<file path="config.mk">
export PLATFORM = sky130hd
export DESIGN_NAME = uart_bridge_master
export DESIGN_NICKNAME = d
export VERILOG_FILES = /design/src/rtl/uart_bridge_master.sv
export SDC_FILE = /design/constraint.sdc
export NUM_CORES = 1
export LEC_CHECK = 0
export CORE_MARGIN = 1
export CORE_UTILIZATION = 53
export CTS_BUF_LIST = sky130_fd_sc_hd__clkbuf_4 sky130_fd_sc_hd__clkbuf_8
export CTS_CLUSTER_DIAMETER = 120
export DETAILED_ROUTE_END_ITERATION = 8
export PLACE_DENSITY = 0.82
export SYNTH_ARGS = -nofsm -noshare
export SYNTH_HDL_FRONTEND = slang
export SYNTH_SLANG_ARGS = --single-unit
</file>
<file path="constraint.sdc">
create_clock -name clk -period 2.4 [get_ports clk]
set_input_delay 0.24 -clock clk [delete_from_list [all_inputs] [get_ports clk]]
set_output_delay 0.24 -clock clk [all_outputs]
set_load 0.02 [all_outputs]
</file>
<file path="src/rtl/uart_bridge_master.sv">
// Avalon-MM master that polls a UART status register and shuttles bytes between
// CPU-side valid/ready streams and the UART rxdata/txdata registers.
module uart_bridge_master #(
  parameter logic [4:0] ADDR_RXDATA = 5'h00,
  parameter logic [4:0] ADDR_TXDATA = 5'h04,
  parameter logic [4:0] ADDR_STATUS = 5'h08,
  parameter int         POLL_GAP    = 16
) (
  input  logic       clk,
  input  logic       reset_n,
  input  logic [7:0] tx_data,
  input  logic       tx_valid,
  output logic       tx_ready,
  output logic [7:0] rx_data,
  output logic       rx_valid,
  input  logic       rx_ready,
  output logic       rx_overrun,
  output logic [4:0] avm_address,
  output logic       avm_read,
  output logic       avm_write,
  output logic [7:0] avm_writedata,
  output logic       avm_byteenable,
  output logic       avm_burstcount,
  output logic       avm_debugaccess,
  input  logic       avm_waitrequest,
  input  logic [7:0] avm_readdata,
  input  logic       avm_readdatavalid
);

  localparam logic [2:0] GAP   = 3'd0;
  localparam logic [2:0] ST_RD = 3'd1;
  localparam logic [2:0] ST_WT = 3'd2;
  localparam logic [2:0] RX_RD = 3'd3;
  localparam logic [2:0] RX_WT = 3'd4;
  localparam logic [2:0] TX_WR = 3'd5;

  localparam logic [15:0] GAP_LAST = 16'(POLL_GAP - 1);

  logic [2:0]  state;
  logic [15:0] gap_cnt;
  logic        snap_trdy;
  logic        tx_full;
  logic [7:0]  tx_byte;
  logic [7:0]  fifo_mem [2];
  logic        wr_ptr;
  logic        rd_ptr;
  logic [1:0]  count;

  logic tx_load;
  logic tx_pending;
  logic tx_free;
  logic push;
  logic pop;

  // A byte accepted in the same cycle as a decision still counts as pending.
  assign tx_load    = tx_valid && !tx_full;
  assign tx_pending = tx_full || tx_load;
  assign tx_free    = (state == TX_WR) && !avm_waitrequest;
  assign push       = (state == RX_WT) && avm_readdatavalid;
  assign pop        = (count != 2'd0) && rx_ready;

  always_ff @(posedge clk or negedge reset_n) begin
    if (!reset_n) begin
      state      <= GAP;
      gap_cnt    <= '0;
      snap_trdy  <= 1'b0;
      rx_overrun <= 1'b0;
    end else begin
      case (state)
        GAP: begin
          if (gap_cnt == GAP_LAST) begin
            gap_cnt <= '0;
            state   <= ST_RD;
          end else begin
            gap_cnt <= gap_cnt + 16'd1;
          end
        end
        ST_RD: if (!avm_waitrequest) state <= ST_WT;
        ST_WT: begin
          if (avm_readdatavalid) begin
            snap_trdy <= avm_readdata[6];
            if (avm_readdata[3] || (avm_readdata[7] && count == 2'd2)) rx_overrun <= 1'b1;
            if (avm_readdata[7] && count != 2'd2) begin
              state <= RX_RD;
            end else if (avm_readdata[6] && tx_pending) begin
              state <= TX_WR;
            end else begin
              state   <= GAP;
              gap_cnt <= '0;
            end
          end
        end
        RX_RD: if (!avm_waitrequest) state <= RX_WT;
        RX_WT: if (avm_readdatavalid) state <= (snap_trdy && tx_pending) ? TX_WR : ST_RD;
        TX_WR: if (!avm_waitrequest) state <= ST_RD;
        default: state <= GAP;
      endcase
    end
  end

  always_ff @(posedge clk or negedge reset_n) begin
    if (!reset_n) begin
      tx_full <= 1'b0;
      tx_byte <= '0;
    end else if (tx_load) begin
      tx_full <= 1'b1;
      tx_byte <= tx_data;
    end else if (tx_free) begin
      tx_full <= 1'b0;
    end
  end

  // Push is only reached when the decision saw space, so it never overflows.
  always_ff @(posedge clk or negedge reset_n) begin
    if (!reset_n) begin
      for (int i = 0; i < 2; i++) fifo_mem[i] <= '0;
      wr_ptr <= 1'b0;
      rd_ptr <= 1'b0;
      count  <= '0;
    end else begin
      if (push) begin
        fifo_mem[wr_ptr] <= avm_readdata;
        wr_ptr           <= ~wr_ptr;
      end
      if (pop) rd_ptr <= ~rd_ptr;
      case ({push, pop})
        2'b10:   count <= count + 2'd1;
        2'b01:   count <= count - 2'd1;
        default: count <= count;
      endcase
    end
  end

  always_comb begin
    avm_address = '0;
    case (state)
      ST_RD:   avm_address = ADDR_STATUS;
      RX_RD:   avm_address = ADDR_RXDATA;
      TX_WR:   avm_address = ADDR_TXDATA;
      default: avm_address = '0;
    endcase
  end

  assign avm_read        = (state == ST_RD) || (state == RX_RD);
  assign avm_write       = (state == TX_WR);
  assign avm_writedata   = (state == TX_WR) ? tx_byte : 8'h00;
  assign avm_byteenable  = 1'b1;
  assign avm_burstcount  = 1'b1;
  assign avm_debugaccess = 1'b0;

  assign tx_ready = !tx_full;
  assign rx_valid = (count != 2'd0);
  assign rx_data  = fifo_mem[rd_ptr];

endmodule

</file>
# Yosys cells after proc, flatten, opt, wreduce, memory -nomap -nowiden
# Cells that the tools add are included.
# classes
eq_ne	18
n_addsub	3
mux	26
n_reduce_logical	23
n_lt_le_gt_ge	3
bitwise	4
# op_table
operator	count
16-bit 2-to-1 mux	4
8-bit 2-to-1 mux	5
16-bit case mux with 2 select lines	1
3-bit 2-to-1 mux	9
2-bit inequality test, second input constant	9
3-bit case mux with 6 select lines	1
16-bit by 1-bit adder with 16-bit output, second input constant	1
16-bit bitwise mux	1
16-bit by 4-bit == test with 1-bit output, second input constant	1
1-bit logical AND	9
8-bit demux with 1-bit select	1
4-bit case mux with 2 select lines	1
2-bit nonzero test	4
3-bit by 2-bit == test with 1-bit output, second input constant	2
3-bit == test, second input constant	2
6-bit AND reduction	1
2-bit == test, second input constant	2
2-bit >= comparator, second input constant	2
1-bit inverter with 2-bit output	2
2-bit case mux with 2 select lines	1
4-bit AND reduction	1
3-bit by 1-bit == test with 1-bit output, second input constant	1
3-bit zero test	1
1-bit logical OR	3
9 further kinds	12
# totals
reg_bits	50
out_inout_bits	29
input_bits	22

# Logic depth before layout (Yosys ltp)
# Gate-level depths: netlist of the first run.
# logic_depth
word_depth	8
ltp_mapped	7
depth_no_buf	6

# Worst setup path after synthesis of the first run
# Ideal clock, no wire load.
# synth_path
path_kind	register to register
startpoint	register gap_cnt[5]
endpoint	register state[2]
synth_period_minus_slack_ps	1984
t_arrival_ps	1859
slack_ps	416
stages_incl_launch_ff	6
setup_ps	125
path_cell_list	dfrtp_1 or4_4 nor4_4 nand2b_1 nand2_1 mux2_4
# synth_via
elab_chain_len	3
# synth_rtl
element	line	rtl
start: declaration	40	logic [15:0] gap_cnt;
start signal: assignment	75	gap_cnt <= gap_cnt + 16'd1;
16-bit by 4-bit == test with 1-bit output	71	if (gap_cnt == GAP_LAST) begin
2-bit inequality test (no source line)	n/a	
6-bit AND reduction (no source line)	n/a	
end signal: assignment	94	RX_WT: if (avm_readdatavalid) state <= (snap_trdy && tx_pending) ? TX_WR : ST_RD;
end: declaration	39	logic [2:0] state;
# No other way between the ends.
# A chain may end at the register's enable or synchronous reset.

# Final worst setup path of the first run
# layout_path
startpoint	register state[2]
endpoint	output port avm_writedata[3]
# layout_via
elab_chain_len	2
# layout_rtl
element	line	rtl
3-bit == test	146	assign avm_writedata = (state == TX_WR) ? tx_byte : 8'h00;
8-bit 2-to-1 mux	146	
end: declaration	21	output logic [7:0] avm_writedata,
# No other way between the ends.

==> results of run 1 <==
==> layout make-up <==
class,instances,area [µm²],share of cell area (%)
sequential,50,1250,39.7
multi-input combinational,173,1210,38.4
timing repair buffer,52,510,16.2
clock inverter,2,12.5,0.397
tap,52,65.1,2.07
inverter,5,18.8,0.596
clock buffer,6,82.6,2.62
==> what timing repair did <==
action,CTS,global route
buffers inserted,0,0
resized for setup,0,1
hold buffers,1,0
endpoints found under the setup margin,0,8
hold endpoints to repair,24,0
==> power groups by stage <==
stage                     clock [mW]  sequential, mW  combinational (mW)
final                          0.520           0.864              0.0893
after global routing           0.548           0.866              0.0982
after CTS                      0.527           0.864              0.0905
after detailed placement           0           0.881              0.0882
after global placement             0           0.880              0.0859
after floorplan                    0           0.879              0.0333
==> flip-flops by register name, summed over array words and instances (netlist names) <==
register	flops
fifo_mem	16
gap_cnt	16
tx_byte	8
state	3
count	2
rd_ptr	1
rx_overrun	1
snap_trdy	1
tx_full	1
wr_ptr	1
==> cell usage in the layout (no fill, tap or decap), drive strengths merged, types with 6 or more instances in the layout <==
| master | netlist | layout |
|---|---|---|
| clkdlybuf4s50 | 0 | 43 |
| clkbuf | 8 | 6 |
| mux2 | 34 | 34 |
| a31oi | 14 | 14 |
| o21ai | 11 | 11 |
| nand2 | 22 | 22 |
| nor2 | 13 | 13 |
| dfrtp | 50 | 50 |
| buf | 8 | 8 |
| conb | 2 | 6 |
| nand3 | 9 | 9 |
| a21oi | 6 | 6 |
| and2 | 10 | 10 |
==> stage by stage <==
step                      setup WS, ns  cell area [µm²]  util [%]  instances
after floorplan                  0.416             2560         -        244
after global placement           0.415             3040      68.0        331
after detailed placement         0.374             3040      68.0        331
after CTS                       0.0378             3150      70.4        340
after global routing            0.0474             3150      70.4        340
final                            0.131             3150      70.4        340
==> cell usage after synthesis (all sizes together) (4+ instances only) <==
| cell type | count | area (µm²) |
|---|---|---|
| a31oi | 14 | 87.6 |
| o21ai | 11 | 55.1 |
| inv | 5 | 18.8 |
| buf | 8 | 57.6 |
| a21oi | 6 | 30.0 |
| nand2 | 22 | 82.6 |
| nor2 | 13 | 48.8 |
| nand3 | 9 | 45.0 |
| mux2 | 34 | 387 |
| and2 | 10 | 62.6 |
| dfrtp | 50 | 1250 |
| clkbuf | 8 | 30.0 |
| a41oi | 4 | 35.0 |
==> layer usage <==
layer,share of wire (%),global-route usage [%],vias to the layer above,wire length (µm)
met5,0,0,-,0
met4,0.91,6.44,0,51
met3,5.3,4.92,5,298
met2,49,38.4,71,2730
met1,45,30.9,971,2500
li1,-,-,947,-
==> worst max-delay path: cells and delay by family, from the launching register on <==
kind	cells	cell delay, ns
buffers and inverters	1	0.62
flip-flops	1	0.56
AND/OR/NAND/NOR	2	0.54
==> worst min-delay path by stage <==
stage                        from                     end  slack [ns]
final                     reset_n  gap_cnt[7]$_DFFE_PN0P_        0.46
after global routing      reset_n  gap_cnt[7]$_DFFE_PN0P_        0.51
after CTS                 reset_n  gap_cnt[8]$_DFFE_PN0P_        0.48
after global placement    reset_n  gap_cnt[7]$_DFFE_PN0P_        0.27
after detailed placement  reset_n  gap_cnt[7]$_DFFE_PN0P_        0.28
after floorplan           reset_n    count[0]$_DFFE_PN0P_       -0.06
==> cell families (layout without fill, tap and decap cells) <==
group | count (synthesis) | count (layout)
AND/OR/NAND/NOR | 82 | 82
flip-flops | 50 | 50
AO/OA/AOI/OAI | 44 | 44
multiplexers | 34 | 34
buffers and inverters | 21 | 65
XOR/XNOR | 5 | 5
adder cells (fa/ha/maj) | 2 | 2
other | 2 | 6
==> out/metrics.csv, run 1 <==
metric,value,unit
power.total,1.47,mW
grt_setup_unrepaired,no,
io_buffers,44,
fin_crit,2.27,ns
path_clk_slew,0.10,ns
synth_edf_count,0,
synth_top_family_by_area,simple AND/OR/NAND/NOR gates,
power.density,468,mW/mm²
area_growth,23.5,%
synth_cell_type_count,40,
slew-limit-headroom,48.6,%
cts_tree,yes,
drt_first_pass_iters,6,
cts.path.max_buffers,2,
setup_viol,0,
ir_worst_vdd,393,µV
r2r-start,gap_cnt[5]$_DFFE_PN0P_,
via_per_inst,5.86,
pwr-share-clk,35.3,%
syn_area_per_cell,10.6,µm²
status,"finished, violations left",
cts_max_level,2,
syn_inst,240,
ant_nets,0,
root_buffer,clkbuf_8,
crit_path_end,avm_writedata[3],
ys_ff_latch,50,
synth_compound_area_share,11.0,%
dp_hpwl,3910,µm
grtUsageTotal,23.2,%
clock_sinks,50,
grt_max_degree,27,
synthFlopType,dfrtp_1,
endpoint_kind,output pin,
worstPathArrival,2.03,ns
synthSimpleGateAreaFrac,17.6,%
cts-buffers-inserted,5,
yosysSeqAreaShare,49.1,%
synth_area,0.00255,mm²
drt-wirelength-per-cell,16.4,µm
diodes,0,
synthMuxAreaShare,15.2,%
drtIter0Drc,196,
maxCapViolations,0,
slowest_stage,clkdlybuf4s50_1,
skew,0.0105,ns
worst_pin_slew,0.770,ns
core-area,0.00447,mm²
violations,design-rule violations,
ff2ff_setup_slack,0.34,ns
start_kind,register,
finalHoldViolCount,0,
place_congestion,0.884,
finalCritPeriodShare,94.5,%
synthXorXnorAreaFrac,1.72,%
critPathLaunch,state[2]$_DFFE_PN0P_,
routed_wl,5580,µm
cp.required,2.16,ns
cp_max_fo,12,
r2r_cells,5,
setup_tns,0,ns
clk_latency,0.31,ns
n_fill_cell,314,
start_util,57.0,%
hold_path_class,primary input to asynchronous set/reset pin,
netSwitchingPower,338,µW
async_reset_ff_share,100,%
antenna_found_initial,0,
via_count,1994,
worstPathCellList,"and3b_2, and2_1, clkdlybuf4s50_1",
comb_power_share,6.1,%
grt_pass1_vias,1903,
rows,24,
synth_fa_ha_area_share,0.981,%
fin_hold_ws,0.457,ns
crit_type,register to output pin,
report.final.slew_viol_count,0,
grt_pass1_wl,9110,µm
layout-drive-gt1-share,19.1,%
switching_share,22.9,%
dieArea,0.00509,mm²
max_stage_delay,0.62,ns
r2r_end,gap_cnt[15]$_DFFE_PN0P_,
io_pins,51,
leakage,1.43,nW
p_seq_share,58.6,%
intPower,1.14,mW
fmax,441,MHz
finalNetCount,311,
synth_warnings,0,
grt-ovfl-total,0,
fp.dieW,71.4,µm
die_y,71.4,µm
drc_errors,1,
Power figures use the tool's default switching activity.
==> run 2, diff against run 1 <==
--- a/config.mk
+++ b/config.mk
@@ -8,7 +8,7 @@
 export CORE_MARGIN = 1
 export CORE_UTILIZATION = 53
 export CTS_BUF_LIST = sky130_fd_sc_hd__clkbuf_4 sky130_fd_sc_hd__clkbuf_8
-export CTS_CLUSTER_DIAMETER = 120
+export CTS_CLUSTER_DIAMETER = 50
 export DETAILED_ROUTE_END_ITERATION = 8
 export PLACE_DENSITY = 0.82
 export SYNTH_ARGS = -nofsm -noshare
==> results of run 2 <==
No change in the layout: final DEF, timing and power equal those of run 1.
